## config.mk

```make
export PLATFORM = sky130hd
export DESIGN_NAME = log_capture_ctrl
export DESIGN_NICKNAME = d
export VERILOG_FILES = /design/src/rtl/log_capture_ctrl.sv
export SDC_FILE = /design/constraint.sdc
export NUM_CORES = 1
export LEC_CHECK = 0
export CAP_MARGIN = 20
export CORE_MARGIN = 2
export CORE_UTILIZATION = 35
export CTS_BUF_LIST = sky130_fd_sc_hd__clkbuf_2
export CTS_CLUSTER_DIAMETER = 120
export DETAILED_ROUTE_END_ITERATION = 8
export DONT_BUFFER_PORTS = 1
export GPL_ROUTABILITY_DRIVEN = 0
export SYNTH_ARGS = -nofsm -noshare
export SYNTH_HDL_FRONTEND = slang
export SYNTH_SLANG_ARGS = --single-unit
```

## constraint.sdc

```tcl
create_clock -name clockdsp -period 3 [get_ports clockdsp]
set_input_delay 0.15 -clock clockdsp [delete_from_list [all_inputs] [get_ports clockdsp]]
set_output_delay 0.15 -clock clockdsp [all_outputs]
set_load 0.02 [all_outputs]
```

## src/rtl/log_capture_ctrl.sv

```systemverilog
// log_capture_ctrl: write-side controller for a circular capture RAM.
// It fills a pre-trigger window, then writes circularly until a trigger is
// seen, then captures a post-trigger window and freezes. The outputs give
// the trigger sample address, the oldest sample address and a registered
// chronological-to-physical read address translation for the micro.
//
// Control pulses: arm, abort and sw_trig are single-cycle strobes sampled on
// the rising edge of clockdsp. There is no back-pressure. A RAM write occurs
// in every cycle where we=1, at address waddr. sample_valid only qualifies
// that cycle's sample and is never stalled.
module log_capture_ctrl #(
    parameter int ADDR_W = 15,
    parameter int DEPTH  = 32768
) (
    input  logic              clockdsp,
    input  logic              soft_reset,
    input  logic              arm,
    input  logic              abort,
    input  logic [ADDR_W-1:0] post_len,
    input  logic              sample_valid,
    input  logic              trig_in,
    input  logic              sw_trig,
    input  logic [ADDR_W-1:0] rd_idx,
    output logic              we,
    output logic [ADDR_W-1:0] waddr,
    output logic [ADDR_W-1:0] rd_addr,
    output logic [ADDR_W-1:0] trig_addr,
    output logic [ADDR_W-1:0] start_addr,
    output logic              done,
    output logic              busy,
    output logic [2:0]        state
);

    localparam logic [2:0] S_IDLE  = 3'd0;
    localparam logic [2:0] S_FILL  = 3'd1;
    localparam logic [2:0] S_ARMED = 3'd2;
    localparam logic [2:0] S_POST  = 3'd3;
    localparam logic [2:0] S_DONE  = 3'd4;

    // Highest RAM address. DEPTH is 2**ADDR_W, so address arithmetic wraps
    // naturally in ADDR_W bits.
    localparam logic [ADDR_W-1:0] ADDR_MAX = ADDR_W'(DEPTH - 1);
    localparam logic [ADDR_W-1:0] ONE      = ADDR_W'(1);

    logic [2:0]        state_q, state_d;
    logic              trig_q, trig_d;
    logic              pend_q, pend_d;
    logic [ADDR_W-1:0] waddr_q, waddr_d;
    logic [ADDR_W-1:0] fill_cnt_q, fill_cnt_d;
    logic [ADDR_W-1:0] post_cnt_q, post_cnt_d;
    logic [ADDR_W-1:0] post_len_q, post_len_d;
    logic [ADDR_W-1:0] trig_addr_q, trig_addr_d;
    logic [ADDR_W-1:0] start_addr_q, start_addr_d;
    logic [ADDR_W-1:0] rd_addr_q;

    logic              capturing;
    logic              wr_en;
    logic              trig_event;
    logic              trig_hit;
    logic              arm_accept;
    logic              fill_last;
    logic              post_last;
    logic              post_is_one;
    logic [ADDR_W-1:0] pre_last;
    logic [ADDR_W-1:0] post_cnt_inc;
    logic [ADDR_W-1:0] post_len_eff;

    // Decode of the conditions shared by the FSM and the datapath.
    always_comb begin
        capturing    = (state_q == S_FILL) || (state_q == S_ARMED) || (state_q == S_POST);
        wr_en        = sample_valid && capturing;
        trig_event   = (trig_in && !trig_q) || sw_trig;
        // A zero post length is treated as one: the trigger sample alone.
        post_len_eff = (post_len == '0) ? ONE : post_len;
        post_is_one  = (post_len_q == ONE);
        // pre = DEPTH - post, so the last fill index is DEPTH-1-post.
        pre_last     = ADDR_MAX - post_len_q;
        post_cnt_inc = post_cnt_q + ONE;
        trig_hit     = (state_q == S_ARMED) && wr_en && (trig_event || pend_q);
        fill_last    = (state_q == S_FILL) && wr_en && (fill_cnt_q == pre_last);
        post_last    = (state_q == S_POST) && wr_en && (post_cnt_inc == post_len_q);
        arm_accept   = arm && !abort && ((state_q == S_IDLE) || (state_q == S_DONE));
    end

    // State register; reset overrides every control input.
    always_ff @(posedge clockdsp) begin
        if (soft_reset) begin
            state_q <= S_IDLE;
        end else begin
            state_q <= state_d;
        end
    end

    // Next-state logic; abort wins over arm and over any capture progress.
    always_comb begin
        state_d = state_q;
        if (abort) begin
            state_d = S_IDLE;
        end else begin
            case (state_q)
                S_IDLE, S_DONE: begin
                    if (arm) state_d = S_FILL;
                end
                S_FILL: begin
                    if (fill_last) state_d = S_ARMED;
                end
                S_ARMED: begin
                    if (trig_hit) state_d = post_is_one ? S_DONE : S_POST;
                end
                S_POST: begin
                    if (post_last) state_d = S_DONE;
                end
                default: state_d = S_IDLE;
            endcase
        end
    end

    // Output decode from the current state.
    always_comb begin
        we    = wr_en;
        done  = (state_q == S_DONE);
        busy  = capturing;
        state = state_q;
    end

    // Datapath next values: write pointer, window counters, trigger capture.
    always_comb begin
        trig_d       = trig_in;
        pend_d       = pend_q;
        waddr_d      = waddr_q;
        fill_cnt_d   = fill_cnt_q;
        post_cnt_d   = post_cnt_q;
        post_len_d   = post_len_q;
        trig_addr_d  = trig_addr_q;
        start_addr_d = start_addr_q;

        if (abort) begin
            // Trigger and start addresses of the last capture are kept.
            pend_d = 1'b0;
        end else if (arm_accept) begin
            waddr_d    = '0;
            fill_cnt_d = '0;
            post_cnt_d = '0;
            pend_d     = 1'b0;
            post_len_d = post_len_eff;
        end else begin
            if (wr_en) begin
                waddr_d = waddr_q + ONE;
            end

            case (state_q)
                S_FILL: begin
                    if (wr_en) fill_cnt_d = fill_cnt_q + ONE;
                end
                S_ARMED: begin
                    if (trig_hit) begin
                        // The consuming write is the trigger and post sample 1.
                        trig_addr_d = waddr_q;
                        post_cnt_d  = ONE;
                        pend_d      = 1'b0;
                        if (post_is_one) start_addr_d = waddr_q + ONE;
                    end else if (trig_event) begin
                        // Trigger on a gated cycle waits for the next write.
                        pend_d = 1'b1;
                    end
                end
                S_POST: begin
                    if (wr_en) begin
                        post_cnt_d = post_cnt_inc;
                        // Oldest sample is the one after the final write.
                        if (post_last) start_addr_d = waddr_q + ONE;
                    end
                end
                default: ;
            endcase
        end
    end

    // Datapath registers.
    always_ff @(posedge clockdsp) begin
        if (soft_reset) begin
            trig_q       <= 1'b0;
            pend_q       <= 1'b0;
            waddr_q      <= '0;
            fill_cnt_q   <= '0;
            post_cnt_q   <= '0;
            post_len_q   <= '0;
            trig_addr_q  <= '0;
            start_addr_q <= '0;
        end else begin
            trig_q       <= trig_d;
            pend_q       <= pend_d;
            waddr_q      <= waddr_d;
            fill_cnt_q   <= fill_cnt_d;
            post_cnt_q   <= post_cnt_d;
            post_len_q   <= post_len_d;
            trig_addr_q  <= trig_addr_d;
            start_addr_q <= start_addr_d;
        end
    end

    // Chronological index to physical address, one cycle of latency.
    always_ff @(posedge clockdsp) begin
        if (soft_reset) begin
            rd_addr_q <= '0;
        end else begin
            rd_addr_q <= start_addr_q + rd_idx;
        end
    end

    assign waddr      = waddr_q;
    assign rd_addr    = rd_addr_q;
    assign trig_addr  = trig_addr_q;
    assign start_addr = start_addr_q;

endmodule

```

==> results of run 1 <==
[cell families after synthesis]
| kind of cell | after synthesis | share of synthesized area |
|---|---|---|
| compound gates | 136 | 0.148 |
| xor+xnor | 73 | 0.108 |
| fa+ha+maj | 18 | 0.0391 |
| buf+inv | 48 | 0.0381 |
| flops | 110 | 0.370 |
| mux | 15 | 0.0322 |
| simple gates | 312 | 0.265 |
[power groups by stage]
stage                     Clock [W]  Sequential (W)  Combinational [W]
after floorplan                   0         0.00155           0.000151
after detailed placement          0         0.00156           0.000170
after global routing       0.000886         0.00154           0.000277
after CTS                  0.000820         0.00153           0.000249
after global placement            0         0.00156           0.000169
final                      0.000787         0.00153           0.000252
[path summary, 6_finish.rpt]
| kind | endpoint | slack, ps | from |
|---|---|---|---|
| setup / recovery | start_addr[0]$_SDFFE_PP0P_ | 220 | post_cnt_q[1]$_SDFFE_PP0P_ |
| hold / removal | state[2]$_SDFFE_PP0P_ | 120 | sample_valid |
| setup reg to reg | start_addr[0]$_SDFFE_PP0P_ | 220 | post_cnt_q[1]$_SDFFE_PP0P_ |
| hold reg to reg | post_cnt_q[14]$_SDFFE_PP0P_ | 540 | post_cnt_q[14]$_SDFFE_PP0P_ |
[per-layer routing]
metal  vias to the layer above  part of all wire  GRT usage
met2                       139              0.43      0.256
met1                      2460              0.49      0.251
met5                         -                 0          0
met4                         0             0.021     0.0608
li1                       2589                 -          -
met3                        21             0.057     0.0491
[worst max-delay path: stages (launching register included)]
cell and delay [ps]:
dfxtp_1 470, ha_1 280, and4_1 260, nand2_2 70
xnor2_1 120, or4_4 550, nor4_4 320, a41oi_4 170
buf_12 190, mux2_2 270
[registers in the layout, summed over array words and instances, names as in the netlist]
register / cells
rd_addr: 15
fill_cnt_q: 15
waddr: 15
start_addr: 15
post_cnt_q: 15
trig_q: 1
post_len_q: 15
state: 3
pend_q: 1
trig_addr: 15
[cell usage in the layout (no fill, tap or decap), types with 4 or more instances in the layout]
cell	instances
nand4_1	15
a21oi_1	47
and3_1	12
a211oi_1	8
nand3_1	25
o21ai_0	31
dfxtp_1	108
and2b_1	7
xnor2_1	35
mux2_2	5
dlygate4sd3_1	49
a22o_1	12
xor2_1	38
ha_1	17
o21bai_1	4
nand2_1	70
clkbuf_2	9
nor2_1	91
and4_1	6
and2_1	5
nor2b_1	15
nor3b_1	4
or3_1	4
buf_4	22
or2_2	5
nor4_1	8
inv_1	12
a21o_1	7
nand2b_1	9
mux2_4	7
nor3_1	21
[stage by stage]
stage               cell area (um^2)   util
finish                          6890  0.415
global route                    6890  0.415
CTS                             6850  0.413
detailed placement              6200  0.374
global placement                6200  0.374
floorplan                       5950      -
[repair_timing]
action / 4_1_cts / 5_1_grt
hold endpoints to repair: 110 / 0
hold buffers: 50 / 0
endpoints found under the setup margin: 0 / 17
buffers inserted: 0 / 2
gates resized for setup: 0 / 4
[final cells by class]
type	count	share of cell area
antenna	1	0.000363
clock buffer	9	0.00654
clock inverter	7	0.0125
inverter	12	0.00654
multi-input combinational	554	0.512
sequential	110	0.320
tap	220	0.0400
timing repair buffer	73	0.102
==> results.ini, run 1 <==
[drt]
drt_first_pass_iters = 4
drc = 0
wl_per_cell_um = 16.1
first_iter_violations = 281
detail_route.vias_per_cell = 5.28
totalWireLength_mm = 15.8
drtAntennaViolNets = 0
vias = 5209

[yosys]
synth_cells = 712
synth.yosys.seq_area_share = 0.370
synthFlopType = dfxtp_1
syn-num-nets = 767
synth-edff-count = 0
synth_seq_cells = 110
ys_top_cells_by_count = dfxtp_1, nor2_1, nand2_1
ys.warnings.count = 0
synthArstFlopShare = 0
netlist.area_leader.share = 0.370
synth_cell_types = 61
avgSynthCellArea_um2 = 8.35
yosysMostFrequentCell = dfxtp_1
syn_area_um2 = 5950
synth_area_leaders = dfxtp_1, nor2_1, xor2_1, xnor2_1, nand2_1
synth_top_cell_by_area = dfxtp_1

[critical_path]
start_kind = flip-flop
rr_worst_depth = 9
path_class = reg2reg
endpoint_kind = flip-flop
worst_ep_arrival_time_ps = 3350
required_ps = 3580
critPathMaxFanout = 15

[pwr]
power.total_w = 0.00257
power_frac_comb = 0.098
switchingPower_w = 0.000745
internal-power_w = 0.00183
ir_drop_mv = 0.221
power.density_nw_per_um2 = 374
leakagePower_nw = 2.71
clkPwrFrac = 0.306
switching_share = 0.289
seqPwrFrac = 0.596

[die]
die_x_um = 134
start_util = 0.359
pin_count = 103
die_area_um2 = 18000
placement_rows = 47
fp.coreArea_um2 = 16600
fp.dieH_um = 134

[sta]
slew_violations = 0
min_period_over_period = 0.926
tns_ps = 0
setup_ws_ps = 223
setup_viol = 0
fin_crit_ps = 2780
rsz0062_at_grt = yes
finClkSkew_ps = 32.7
clock.fmax_ghz = 0.360
hold_viol = 0
fin_hold_ws_ps = 122
worstMarginPinSlew_ps = 772
timing.max_slew.rel_slack = 0.483

[clocking]
cts_buffer_depth = 2
cts.sinks = 110
cts_buffers = 9
clock_latency_ps = 660
cts-root-buf = clkbuf_2
clk_pin_slew_ps = 330
cts_tree = built
h-tree-depth = 3

[global_routing]
grt_overflow = 0
track_usage = 0.177
grt_pass1_wl_mm = 25.5
grt_pass1_vias = 4753
antenna_found_initial = 1
grt_max_degree = 91

[layout]
fin_cells = 986
multi_input_area_um2 = 3530
drive_above_1_share = 0.0941
fill_cells = 1679
final_nets = 815
regArea_um2 = 2200
area_growth_pct = 15.8

[min_path]
hp-class = in2reg
hold_depth = 4

[place]
hpwl_mm = 11.1
dp_slack_ps = 117
dp.cells = 917
port_buffers = 0

[outcome]
outcome = complete, no violations

[job]
maxCapViolCount = 0

No activity file was read; power rests on OpenSTA's default activity.
==> inputs of run 2 (changes only) <==
Settings changed: PLACE_DENSITY from default to 0.59.
==> run 2 against run 1 <==
Critical path depth did not move. Largest power group unchanged. Critical endpoint is now rd_addr[14]$_SDFF_PP0_. Critical path type unchanged. Flip-flop and latch count did not move. Wire length rose by 0.33%. Count of clock-buffer cells in the layout did not move. Largest cell class unchanged. Final cell count fell by 0.51%. Non-clock buffer count fell by 5. Die area did not move.
==> results.ini, run 2 (same netlist as run 1, synthesis figures left out) <==
[drt]
drt_first_pass_iters = 5  ; +1
totalWireLength_mm = 15.9  ; +0.33%
wl_per_cell_um = 16.2  ; +0.84%
vias = 5102  ; -2.1%
drc = 0  ; unchanged
drtAntennaViolNets = 0  ; unchanged
first_iter_violations = 220  ; -22%
detail_route.vias_per_cell = 5.20  ; -1.6%

[layout]
drive_above_1_share = 0.0961  ; +0.00193
final_nets = 810  ; -0.61%
fin_cells = 981  ; -0.51%
area_growth_pct = 15.8  ; about the same
layout_common_cells = dfxtp_1, nor2_1, nand2_1
final_common_cell = dfxtp_1

[clocking]
cts_buffers = 9  ; unchanged
clock_latency_ps = 640  ; -20 ps
clk_pin_slew_ps = 310  ; -20 ps
cts-root-buf = clkbuf_2
cts_tree = built
cts.sinks = 110  ; unchanged
h-tree-depth = 3  ; unchanged
cts_buffer_depth = 2  ; unchanged

[place]
hpwl_mm = 11.0  ; -0.39%
dp.cells = 916  ; -0.11%
port_buffers = 0  ; unchanged

[sta]
setup_viol = 0  ; unchanged
fin_crit_ps = 2840  ; +60.1 ps
finClkSkew_ps = 36.8  ; +4.07 ps
worstMarginPinSlew_ps = 769  ; -2.81 ps
tns_ps = 0  ; unchanged
rsz0062_at_grt = no
slew_violations = 0  ; unchanged
clock.fmax_ghz = 0.352  ; -2.1%
min_period_over_period = 0.946  ; +0.0200
timing.max_slew.rel_slack = 0.485  ; +0.00188
hold_viol = 0  ; unchanged

[min_path]
worstHoldStart = sample_valid
hp-class = in2reg

[global_routing]
grt_overflow = 0  ; unchanged
antenna_found_initial = 1  ; unchanged
grt_pass1_wl_mm = 25.2  ; -1.2%
grt_pass1_vias = 4807  ; +1.1%
grt_max_degree = 91  ; unchanged
track_usage = 0.175  ; -0.00184

[critical_path]
r2r_slack_ps = 160  ; -60 ps
path_class = reg2reg
critPathMaxFanout = 7  ; -8
r2r_start = start_addr[9]$_SDFFE_PP0P_
required_ps = 3600  ; +20 ps
start_kind = flip-flop
endpoint_kind = flip-flop
startpoint = start_addr[9]$_SDFFE_PP0P_
worst_ep_arrival_time_ps = 3430  ; +80 ps

[die]
die_area_um2 = 18000  ; unchanged
fp.dieH_um = 134  ; unchanged
placement_rows = 47  ; unchanged
die_x_um = 134  ; unchanged
start_util = 0.359  ; unchanged
fp.coreArea_um2 = 16600  ; unchanged
pin_count = 103  ; unchanged

[pwr]
power.density_nw_per_um2 = 391  ; +4.7%
ir_drop_mv = 0.238  ; +7.6%
leakagePower_nw = 2.70  ; about the same

[outcome]
outcome = complete, no violations

[job]
maxCapViolCount = 0  ; unchanged

==> run 2: cell count changes in the layout (fill, tap and decap cells not counted), sizes merged <==
| cell | change |
|---|---|
| bufinv | +2 |
| clkinvlp | -1 |
| dlygate4sd3 | -4 |
| inv | -1 |
| buf | -1 |
==> run 2: routing by layer <==
layer / part of all wire / track usage
met2: 0.45 / 0.263
met5: 0 / 0
met3: 0.059 / 0.0514
met4: 0.019 / 0.0585
met1: 0.47 / 0.239
==> run 2: what timing repair did <==
item	in CTS	in global routing
endpoints found under the setup margin	0	17
buffers inserted	0	2
endpoints found under the hold margin	110	1
hold buffers	46	1
gates resized for setup	0	7
==> run 2: power by group <==
group | switching (W) | internal, W
combinational | 0.000132 | 0.000114
clock | 0.000542 | 0.000373
sequential | 0.0000405 | 0.00149
==> run 2: cell type report <==
cell class,count,area (um^2)
fillers,1662,9700
multi-input cells,554,3530
flip-flops and latches,110,2210
repair buffers,68,656
well taps,220,275
clock inverters,7,125
clock buffers,9,45.0
inverters,12,45.0
diodes,1,2.50
==> run 2: final timing paths <==
path                                  to  cells past startpoint
max               rd_addr[14]$_SDFF_PP0_                      9
min                state[2]$_SDFFE_PP0P_                      4
max reg2reg       rd_addr[14]$_SDFF_PP0_                      9
min reg2reg  post_cnt_q[14]$_SDFFE_PP0P_                      1
==> run 2: stage by stage <==
step	setup slack (ps)	area, um^2	utilization	hold WS (ps)	power (W)
2_1_floorplan	227	5950	-	222	0.00170
3_3_place_gp	90.1	6190	0.373	230	0.00173
3_5_place_dp	59.7	6190	0.373	231	0.00173
4_1_cts	2.13	6840	0.412	27.1	0.00274
5_1_grt	14.4	6890	0.415	45.3	0.00282
6_report	163	6890	0.415	95.8	0.00269
==> run 2: worst max-delay path, cell delays in order (launching register included) <==
cell and delay, ps:
dfxtp_2 440, ha_1 370, and3_1 190, a21oi_1 100, dlygate4sd3_1 560, inv_1 60
nor3_1 250, o211ai_1 130, dlygate4sd3_1 570, a21oi_1 130
